## src/rtl/pipeline_sink.sv

```systemverilog
// pipeline_sink: clocked receiver at the tail of the asynchronous pipeline.
// Completes the 4-phase Rreq/Rack handshake, parity-checks each word, buffers
// good words in a small FIFO and reports bad words over the REreq/REack channel.
module pipeline_sink #(
   parameter int DATA_WIDTH  = 8,
   parameter int DEPTH       = 4,
   parameter int SYNC_STAGES = 2
) (
   input  logic                         clk,
   input  logic                         rst,
   input  logic                         Rreq,
   input  logic [DATA_WIDTH-1:0]        Rdata,
   input  logic                         Rpar,
   output logic                         Rack,
   output logic                         REreq,
   input  logic                         REack,
   output logic                         out_valid,
   output logic [DATA_WIDTH-1:0]        out_data,
   input  logic                         out_ready,
   output logic [$clog2(DEPTH+1)-1:0]   level,
   output logic [7:0]                   err_count
);

   localparam int AW = $clog2(DEPTH);
   localparam int PW = AW + 1;
   localparam int LW = $clog2(DEPTH + 1);

   typedef enum logic [1:0] {
      IDLE,
      ACK,
      EREQ,
      EREL
   } state_t;

   state_t state;
   state_t next_state;

   logic [SYNC_STAGES-1:0] req_sync;
   logic [SYNC_STAGES-1:0] eack_sync;
   logic                   req_s;
   logic                   eack_s;

   logic                   accept;
   logic                   par_ok;
   logic                   rack_d;
   logic                   ereq_d;
   logic                   clear_err;
   logic                   err_pend;

   logic                   push_pend;
   logic [DATA_WIDTH-1:0]  push_data;
   logic [DATA_WIDTH-1:0]  mem [DEPTH];
   logic [PW-1:0]          wptr;
   logic [PW-1:0]          rptr;
   logic                   full;
   logic                   pop;

   assign req_s  = req_sync[SYNC_STAGES-1];
   assign eack_s = eack_sync[SYNC_STAGES-1];

   // Even parity over data plus parity bit; any odd total marks a corrupted word.
   assign par_ok = ~(^{Rdata, Rpar});

   assign full      = (wptr[AW] != rptr[AW]) && (wptr[AW-1:0] == rptr[AW-1:0]);
   assign out_valid = (wptr != rptr);
   assign pop       = out_valid && out_ready;
   assign level     = LW'(wptr - rptr);
   assign out_data  = out_valid ? mem[rptr[AW-1:0]] : '0;

   // Bring the two asynchronous handshake inputs into the clock domain.
   always_ff @(posedge clk or posedge rst) begin
      if (rst) begin
         req_sync  <= '0;
         eack_sync <= '0;
      end else begin
         req_sync  <= {req_sync[SYNC_STAGES-2:0], Rreq};
         eack_sync <= {eack_sync[SYNC_STAGES-2:0], REack};
      end
   end

   // State register, with the handshake outputs registered alongside it.
   always_ff @(posedge clk or posedge rst) begin
      if (rst) begin
         state <= IDLE;
         Rack  <= 1'b0;
         REreq <= 1'b0;
      end else begin
         state <= next_state;
         Rack  <= rack_d;
         REreq <= ereq_d;
      end
   end

   // Next-state logic; a request is only taken when there is room to store it.
   always_comb begin
      next_state = state;
      accept     = 1'b0;
      case (state)
         IDLE: begin
            if (req_s && !full) begin
               accept     = 1'b1;
               next_state = ACK;
            end
         end
         ACK: begin
            if (!req_s) begin
               next_state = err_pend ? EREQ : IDLE;
            end
         end
         EREQ: begin
            if (eack_s) begin
               next_state = EREL;
            end
         end
         EREL: begin
            if (!eack_s) begin
               next_state = IDLE;
            end
         end
         default: next_state = IDLE;
      endcase
   end

   // Output decode; REreq waits one cycle in EREQ so it rises after Rack has dropped.
   always_comb begin
      rack_d    = (next_state == ACK);
      ereq_d    = (state == EREQ) && (next_state == EREQ);
      clear_err = (state == EREL) && (next_state == IDLE);
   end

   // Capture an accepted word: stage good data for the FIFO, count and flag bad data.
   always_ff @(posedge clk or posedge rst) begin
      if (rst) begin
         push_pend <= 1'b0;
         push_data <= '0;
         err_pend  <= 1'b0;
         err_count <= 8'd0;
      end else begin
         push_pend <= accept && par_ok;
         if (accept && par_ok) begin
            push_data <= Rdata;
         end
         if (accept && !par_ok) begin
            err_pend <= 1'b1;
            if (err_count != 8'hFF) begin
               err_count <= err_count + 8'd1;
            end
         end else if (clear_err) begin
            err_pend <= 1'b0;
         end
      end
   end

   // FIFO pointers; the extra MSB tells a full buffer apart from an empty one.
   always_ff @(posedge clk or posedge rst) begin
      if (rst) begin
         wptr <= '0;
         rptr <= '0;
      end else begin
         if (push_pend) begin
            wptr <= wptr + PW'(1);
         end
         if (pop) begin
            rptr <= rptr + PW'(1);
         end
      end
   end

   // FIFO storage; contents need no reset because out_data is masked while empty.
   always_ff @(posedge clk) begin
      if (push_pend) begin
         mem[wptr[AW-1:0]] <= push_data;
      end
   end

endmodule

```

## config.mk

```make
export PLATFORM = sky130hd
export DESIGN_NAME = pipeline_sink
export DESIGN_NICKNAME = d
export VERILOG_FILES = /design/src/rtl/pipeline_sink.sv
export SDC_FILE = /design/constraint.sdc
export NUM_CORES = 1
export LEC_CHECK = 0
export BUFFER_PORTS_ARGS = -buffer_cell sky130_fd_sc_hd__buf_2
export CAP_MARGIN = 20
export CORE_AREA = 5 5 83 85
export CTS_BUF_LIST = sky130_fd_sc_hd__clkbuf_2
export DETAILED_ROUTE_END_ITERATION = 12
export DIE_AREA = 0 0 88 90
export PLACE_DENSITY_LB_ADDON = 0.08
export REMOVE_ABC_BUFFERS = 1
export SETUP_SLACK_MARGIN = 0.2
export SYNTH_ARGS = -nofsm -noshare
export SYNTH_HDL_FRONTEND = slang
export SYNTH_SLANG_ARGS = --single-unit
```

## constraint.sdc

```tcl
create_clock -name clk -period 6.5 [get_ports clk]
set_input_delay 0.65 -clock clk [delete_from_list [all_inputs] [get_ports clk]]
set_output_delay 0.65 -clock clk [all_outputs]
set_load 0.02 [all_outputs]
```

==> results.md, run 1 <==
- Post-Syn Area: 0.002790 sq mm
- Crit end category: primary output
- Io pins: 36
- Count of cell types in the netlist: 33
- Routed Antenna Nets: 0
- Min Tclk post-route: 3.155 ns
- Worst hold path class: input pin to asynchronous set/reset pin
- Total routed wirelength: 4887 um
- Max VDD drop: 0.2460 mV
- Chip width: 88 um
- CTS Buffer Depth: 2
- Inserted Clock Buffers: 9
- Sink Count: 64
- Commonest non-fill, non-tap cell in the layout: buf_2
- CP Launch Type: flop
- WL/cell: 16.51 um
- Min Hold Slack: 0.2426 ns
- Antenna cells: 0
- Number of synthesized register bits: 64
- CTS tree: yes
- Initial Util: 45.50%
- First-iteration detailed-routing DRC count: 34
- Period Utilization, post-route: 48.54%
- RSZ-0062 raised after global routing: false
- First-pass DRT Iterations: 4
- Initial antenna violation count: 0
- Nets@finish: 237
- FFs w/ async S/R, synth: 50.00%
- Largest net degree at the start of global routing: 33
- GPL Wtd Cong: 0.7591
- Critical path class: flop to primary output
- Critical path arrival: 2.51 ns
- # H-tree levels: 3
- Overflow after GRT: 0
- Syn Area/Cell: 16.32 sq um
- Crit-path max FO: 11
- Postcts setup bufs: 0
- Mapped Cells: 171
- Vias in the first global route: 1,669
- Reg2Reg Depth: 6
- Max Fclk: 0.3169 GHz
- Cell Pwr Density: 472.6 mW/mm^2
- P_leak: 1.359 nW
- DRC: 0
- Clock Root Buffer: clkbuf_2
- Vias per Instance: 5.027
- Relative max-transition margin: 55.59%
- Post-cts sizing count: 0
- Slew Viols, Final: 0
- First-pass GRT wire length: 8217 um
- FILL cells: 537
- Post-synth top flop: edfxtp_1
- Status: finished clean
- Max_cap viols: 0
- Area Growth Syn to Fin: 13.09%
- GRT Overall Usage: 13.97%
- Total die area: 0.007920 sq mm
- Hold buffers post-CTS: 0
- Vias: 1,488
- CP required: 5.85 ns
- Share of cells above drive strength 1: 33.79%
- Final number of hold-violating endpoints: 0
- Core area: 0.006132 sq mm
- Worst-path clk slew: 0.18 ns
- Synth Warn #: 0
- Most frequent cells in the layout: 35 x buf_2, 32 x dfrtp_1, 32 x edfxtp_1, 13 x and2_1, 10 x clkbuf_2
- Worst clock skew: 0.01957 ns
- Port bufs: 35
- Clk_lat worst skew: 0.45 ns
- Number of enable flip-flop cells after synthesis: 32
- Setup TNS: 0 ns
- Worst-Margin Slew: 0.6662 ns
- Dpl hpwl: 3436 um
- Finish-stage setup viols: 0
- Sequential fraction of the synthesis area: 63.14%
- Die H: 90 um
- Cell Rows: 29
[area by class of cell]
cell class / instances / area, sq um / share of cell area, %
flip-flops and latches: 64 / 1762 / 55.83
multi-input cells: 94 / 970.9 / 30.77
repair buffers: 36 / 182.7 / 5.789
well taps: 77 / 96.34 / 3.053
clock inverters: 6 / 60.06 / 1.903
clock buffers: 10 / 50.05 / 1.586
inverters: 9 / 33.78 / 1.071
[power by group]
part | switching (mW) | internal [mW] | total, mW
sequential | 0.121 | 0.551 | 0.672
combinational | 0.320 | 0.275 | 0.595
clock | 0.136 | 0.0883 | 0.225
[per-stage QoR]
step	cells	total power [mW]	util [%]	setup WS [ns]	cell area [sq um]
global placement	280	1.270	49.66	3.847	3045
global route	296	1.606	51.46	3.065	3156
finish	296	1.491	51.46	3.345	3156
CTS	296	1.519	51.46	3.194	3156
detailed placement	280	1.294	49.66	3.763	3045
floorplan	167	1.093	-	4.118	2766
[sequential cells by signal (all words and copies together) (netlist names), 2 cells and up]
signal,count
err_count,8
req_sync,2
state,2
eack_sync,2
wptr,3
push_data,8
rptr,3
mem,32
[kinds of logic after synthesis]
family          share of synthesized area [%]
buf+inv                                 2.063
flops                                   63.14
mux                                     13.32
fa+ha+maj                               4.305
xor+xnor                                6.412
simple gates                            7.623
compound gates                          3.139
[worst paths after layout]
check                      slack [ns]         start      endpoint
min in group clk                 0.28         REack  eack_sync[0]
max in group asynchronous        5.92           rst  push_data[7]
min reg2reg                      0.37  eack_sync[0]  eack_sync[1]
min                              0.24           rst   req_sync[0]
max                              3.34       rptr[0]   out_data[6]
max reg2reg                      3.85       rptr[0]  err_count[1]
[cell usage after synthesis, types with 2 or more instances]
master / n / area, sq um
nand2_1: 6 / 22.52
and3_1: 4 / 25.02
nor3_1: 3 / 15.01
nor3b_1: 3 / 22.52
inv_1: 9 / 33.78
o21ai_0: 3 / 15.01
mux2_2: 2 / 22.52
nand2b_1: 2 / 12.51
nor2_1: 2 / 7.510
mux4_2: 8 / 180.2
edfxtp_1: 32 / 960.9
ha_1: 8 / 100.1
clkbuf_1: 2 / 7.510
nand3_1: 4 / 20.02
mux2_4: 9 / 135.1
dfrtp_1: 32 / 800.8
xnor2_1: 7 / 61.31
xor2_1: 8 / 70.07
and2_1: 13 / 81.33
[critical path: stages (launching register included)]
cell	delay, ns
dfrtp_1	0.81
ha_1	0.38
and2_1	0.20
nand2_1	0.32
and2_1	0.19
buf_2	0.16
[layer usage]
metal,up-vias,track usage [%],wire length (um)
met1,747,15.57,1938
met5,-,0,0
li1,701,-,-
met4,0,6.138,59
met3,6,3.382,196
met2,34,24.69,2692
Power figures use the tool's default switching activity.
==> run 2, diff against run 1 <==
--- a/config.mk
+++ b/config.mk
@@ -5,12 +5,13 @@
 export SDC_FILE = /design/constraint.sdc
 export NUM_CORES = 1
 export LEC_CHECK = 0
+export ABC_AREA = 1
 export BUFFER_PORTS_ARGS = -buffer_cell sky130_fd_sc_hd__buf_2
 export CAP_MARGIN = 20
-export CORE_AREA = 5 5 83 85
+export CORE_AREA = 5 5 86 88
 export CTS_BUF_LIST = sky130_fd_sc_hd__clkbuf_2
 export DETAILED_ROUTE_END_ITERATION = 12
-export DIE_AREA = 0 0 88 90
+export DIE_AREA = 0 0 91 93
 export PLACE_DENSITY_LB_ADDON = 0.08
 export REMOVE_ABC_BUFFERS = 1
 export SETUP_SLACK_MARGIN = 0.2
==> constraint.sdc (replaced) <==
create_clock -name clk -period 3.09 [get_ports clk]
set_input_delay 0.309 -clock clk [delete_from_list [all_inputs] [get_ports clk]]
set_output_delay 0.309 -clock clk [all_outputs]
set_load 0.02 [all_outputs]
==> results.md, run 2 <==
- Dpl hpwl: 4014 um (was 3436 um)
- Critical path class: flop to primary output (unchanged)
- Initial antenna violation count: 0 (unchanged)
- CP Cell Sequence: inv_2, ha_1, nand4_1, inv_1, a21oi_1, buf_2 (was ha_1, and2_1, nand2_1, and2_1, buf_2)
- GPL Wtd Cong: 0.8575 (was 0.7591)
- Worst-Margin Slew: 0.4531 ns (was 0.6662 ns)
- Register share of total power: 42.3% (was 45.1%)
- Finish-stage setup viols: 0 (unchanged)
- Crit end category: primary output (unchanged)
- Sw Pwr: 1.291 mW (was 577.0 uW)
- Worst hold path class: input pin to flop (was input pin to asynchronous set/reset pin)
- Synth Warn #: 0 (unchanged)
- Placed cells: 416 (was 280)
- First-pass DRT Iterations: 4 (unchanged)
- Vias per Instance: 4.818 (was 5.027)
- Footprint of the multi-input gates: 0.001107 sq mm (was 970.9 sq um)
- CTS tree: yes (unchanged)
- Hold_sp: Rdata[2]
- Status: finished clean (unchanged)
- Total die area: 0.008463 sq mm (was 0.007920 sq mm)
- Die H: 93 um (was 90 um)
- First-iteration detailed-routing DRC count: 89 (was 34)
- Clk_lat worst skew: 0.47 ns (was 0.45 ns)
- FFs w/ async S/R, synth: 50.00% (unchanged)
- Commonest non-fill, non-tap cell in the layout: nand2_1 (was buf_2)
- Sink Count: 64 (unchanged)
- Worst-path clk slew: 0.17 ns (was 0.18 ns)
- Antenna cells: 0 (unchanged)
- Area Growth Syn to Fin: 12.23% (was 13.09%)
- Overflow after GRT: 0 (unchanged)
- RSZ-0062 raised after global routing: false (unchanged)
- Relative max-transition margin: 69.76% (was 55.59%)
- Most frequent cell after synthesis: nand2_1
- CTS Buffer Depth: 2 (unchanged)
- Critical path arrival: 2.24 ns (was 2.51 ns)
- Reg2Reg Depth: 8 (was 6)
- Max Fclk: 0.3928 GHz
- Nets@finish: 373 (was 237)
- DRC: 0 (unchanged)
- Initial Util: 46.40% (was 45.50%)
- Postcts setup bufs: 0 (unchanged)
- Min Tclk post-route: 2.546 ns
- Net Sw Frac: 42.73% (was 38.69%)
- Max FFs per register: 32 (unchanged)
- Worst reg-to-reg setup slack: 1.09 ns (was 3.85 ns)
- Number of enable flip-flop cells after synthesis: 32 (unchanged)
- Mapped Cells: 306 (was 171)
- Final number of hold-violating endpoints: 0 (unchanged)
- Most area-hungry cell type in the Yosys netlist: edfxtp_1 (unchanged)
- WL/cell: 13.25 um (was 16.51 um)
- Most frequent cells in the layout: 70 x nand2_1, 39 x nor2_1, 35 x buf_2, 32 x edfxtp_1, 31 x dfrtp_1 (was 35 x buf_2, 32 x dfrtp_1, 32 x edfxtp_1, 13 x and2_1, 10 x clkbuf_2)
- Max VDD drop: 0.7062 mV (was 0.2460 mV)
- Hold Crit Depth: 3
- CP required: 2.78 ns (was 5.85 ns)
- Count of cell types in the netlist: 27 (was 33)
- Cell-internal power: 1.730 mW (was 914.3 uW)
- Number of synthesized register bits: 64 (unchanged)
- CP max stage delay: 0.54 ns (was 0.81 ns)
- Hold worst-path end: push_data[2]
- GRT Overall Usage: 14.62% (was 13.97%)
- Core area: 0.006569 sq mm (was 0.006132 sq mm)
- Largest net degree at the start of global routing: 33 (unchanged)
- Cell family with most CP delay: flip-flops (unchanged)
- Port bufs: 35 (unchanged)
- Post-synth top flop: edfxtp_1 (unchanged)
- Sequential cell area: 0.001763 sq mm (was 0.001762 sq mm)
- Top cells by area, synth: edfxtp_1 32%, dfrtp_1 26%, nand2_1 8.6%, nor2_1 4.8%, ha_1 3.3% (was edfxtp_1 34%, dfrtp_1 29%, mux4_2 6.5%, mux2_4 4.8%, ha_1 3.6%)
- Setup TNS: 0 ns (unchanged)
- Io pins: 36 (unchanged)
- Worst clock skew: 0.02483 ns (was 0.01957 ns)
- Final cell count without fillers: 435 (was 296)
- First-pass GRT wire length: 9791 um (was 8217 um)
- FILL cells: 609 (was 537)
- Cell Pwr Density: 883.1 mW/mm^2 (was 472.6 mW/mm^2)
- Vias: 2,096 (was 1,488)
- Share of cells above drive strength 1: 24.23% (was 33.79%)
- Slew Viols, Final: 0 (unchanged)
- Logic pwr share: 42.0% (was 39.9%)
- Clock Root Buffer: clkbuf_2 (unchanged)
- Critical path's slowest cell: dfrtp_2 (was dfrtp_1)
- Yosys top cell area share: 31.53% (was 34.44%)
- Clk pwr share: 15.6% (was 15.1%)
- Sequential fraction of the synthesis area: 57.80% (was 63.14%)
- Post-Syn Area: 0.003048 sq mm (was 0.002790 sq mm)
- Total routed wirelength: 5765 um (was 4887 um)
- Syn Area/Cell: 9.961 sq um (was 16.32 sq um)
- Chip width: 91 um (was 88 um)
- Cell Rows: 30 (was 29)
- Max_cap viols: 0 (unchanged)
- Crit-path max FO: 11 (unchanged)
- Routed Antenna Nets: 0 (unchanged)
- Top post-synthesis cells by count: 70 x nand2_1, 39 x nor2_1, 32 x dfrtp_1, 32 x edfxtp_1, 25 x inv_1 (was 32 x dfrtp_1, 32 x edfxtp_1, 13 x and2_1, 9 x inv_1, 9 x mux2_4)
- CP Launch Type: flop (unchanged)
- Vias in the first global route: 2,023 (was 1,669)
- Worst R2R Start: rptr[1] (was rptr[0])
- Inserted Clock Buffers: 9 (unchanged)
- Crit path buf inv count: 3 (was 1)
- P_leak: 1.667 nW (was 1.359 nW)
- Period Utilization, post-route: 82.40%
- Worst reg2reg endpoint: push_data[4] (was err_count[1])
- # H-tree levels: 3 (unchanged)
run 2: changes by cell type after synthesis, moves of 12 or more:
cell	change
nor2_1	+37
a21oi_1	+12
nand2_1	+64
and2_1	-13
inv_1	+16
o21ai_0	+15
run 2: worst min-delay path: stages:
cell     delay [ns]
buf_2          0.11
inv_2          0.06
o21ai_2        0.05
run 2: power groups by stage:
stage               sequential (mW)  clock, mW  combinational [mW]
global route                   1.30      0.534                1.42
detailed placement             1.30          0                1.28
finish                         1.28      0.472                1.27
global placement               1.29          0                1.27
floorplan                      1.30          0               0.861
CTS                            1.28      0.486                1.29
run 2: kinds of logic (layout without fill, tap and decap cells):
family / after synthesis / after routing / share of synthesized area (%)
AO/OA/AOI/OAI: 39 / 39 / 7.389
XOR/XNOR: 10 / 10 / 2.874
adder cells (fa/ha/maj): 9 / 9 / 3.941
buffers and inverters: 41 / 90 / 5.870
flip-flops: 64 / 64 / 57.80
AND/OR/NAND/NOR: 143 / 143 / 22.13
run 2: layout make-up:
class | instances | area share, %
Inverter | 34 | 3.731
Timing Repair Buffer | 40 | 6.437
Clock buffer | 11 | 1.609
Tap cell | 80 | 2.926
Multi-Input combinational cell | 201 | 32.37
Sequential cell | 64 | 51.54
Clock inverter | 5 | 1.390
run 2: how the worst max path moves through the flow:
| stage | to | depth (start not counted) | slack, ns | startpoint |
|---|---|---|---|---|
| after global placement | out_data[6] | 6 | 0.94 | rptr[1] |
| after floorplan | out_data[0] | 4 | 1.05 | rptr[0] |
| after detailed placement | out_data[4] | 6 | 0.90 | rptr[1] |
| after global routing | out_data[6] | 6 | 0.34 | rptr[1] |
| after CTS | out_data[4] | 6 | 0.36 | rptr[1] |
| final | out_data[5] | 6 | 0.54 | rptr[1] |
run 2: through the flow:
step                      cell area (sq um)  total power, mW  utilization [%]  hold slack [ns]  setup WS (ns)
after floorplan                        2997            2.163                -           0.3312          1.046
final                                  3421            3.021            52.08           0.1009         0.5440
after CTS                              3420            3.055            52.06          0.07042         0.3605
after global placement                 3287            2.561            50.04           0.3317         0.9364
after global routing                   3421            3.261            52.08          0.05119         0.3388
after detailed placement               3287            2.579            50.04           0.3365         0.9049
run 2: what timing repair did:
item	4_1_cts	5_1_grt
endpoints found under the setup margin	0	4
resized for setup	0	1
hold endpoints to repair	34	0
hold buffers	3	0
run 2: layer usage:
metal	up-vias	global-route usage [%]	wire, um
li1	1088	-	-
met1	964	19.42	2805
met2	37	22.78	2656
met3	7	4.183	237
met4	0	5.501	65
met5	-	0	0
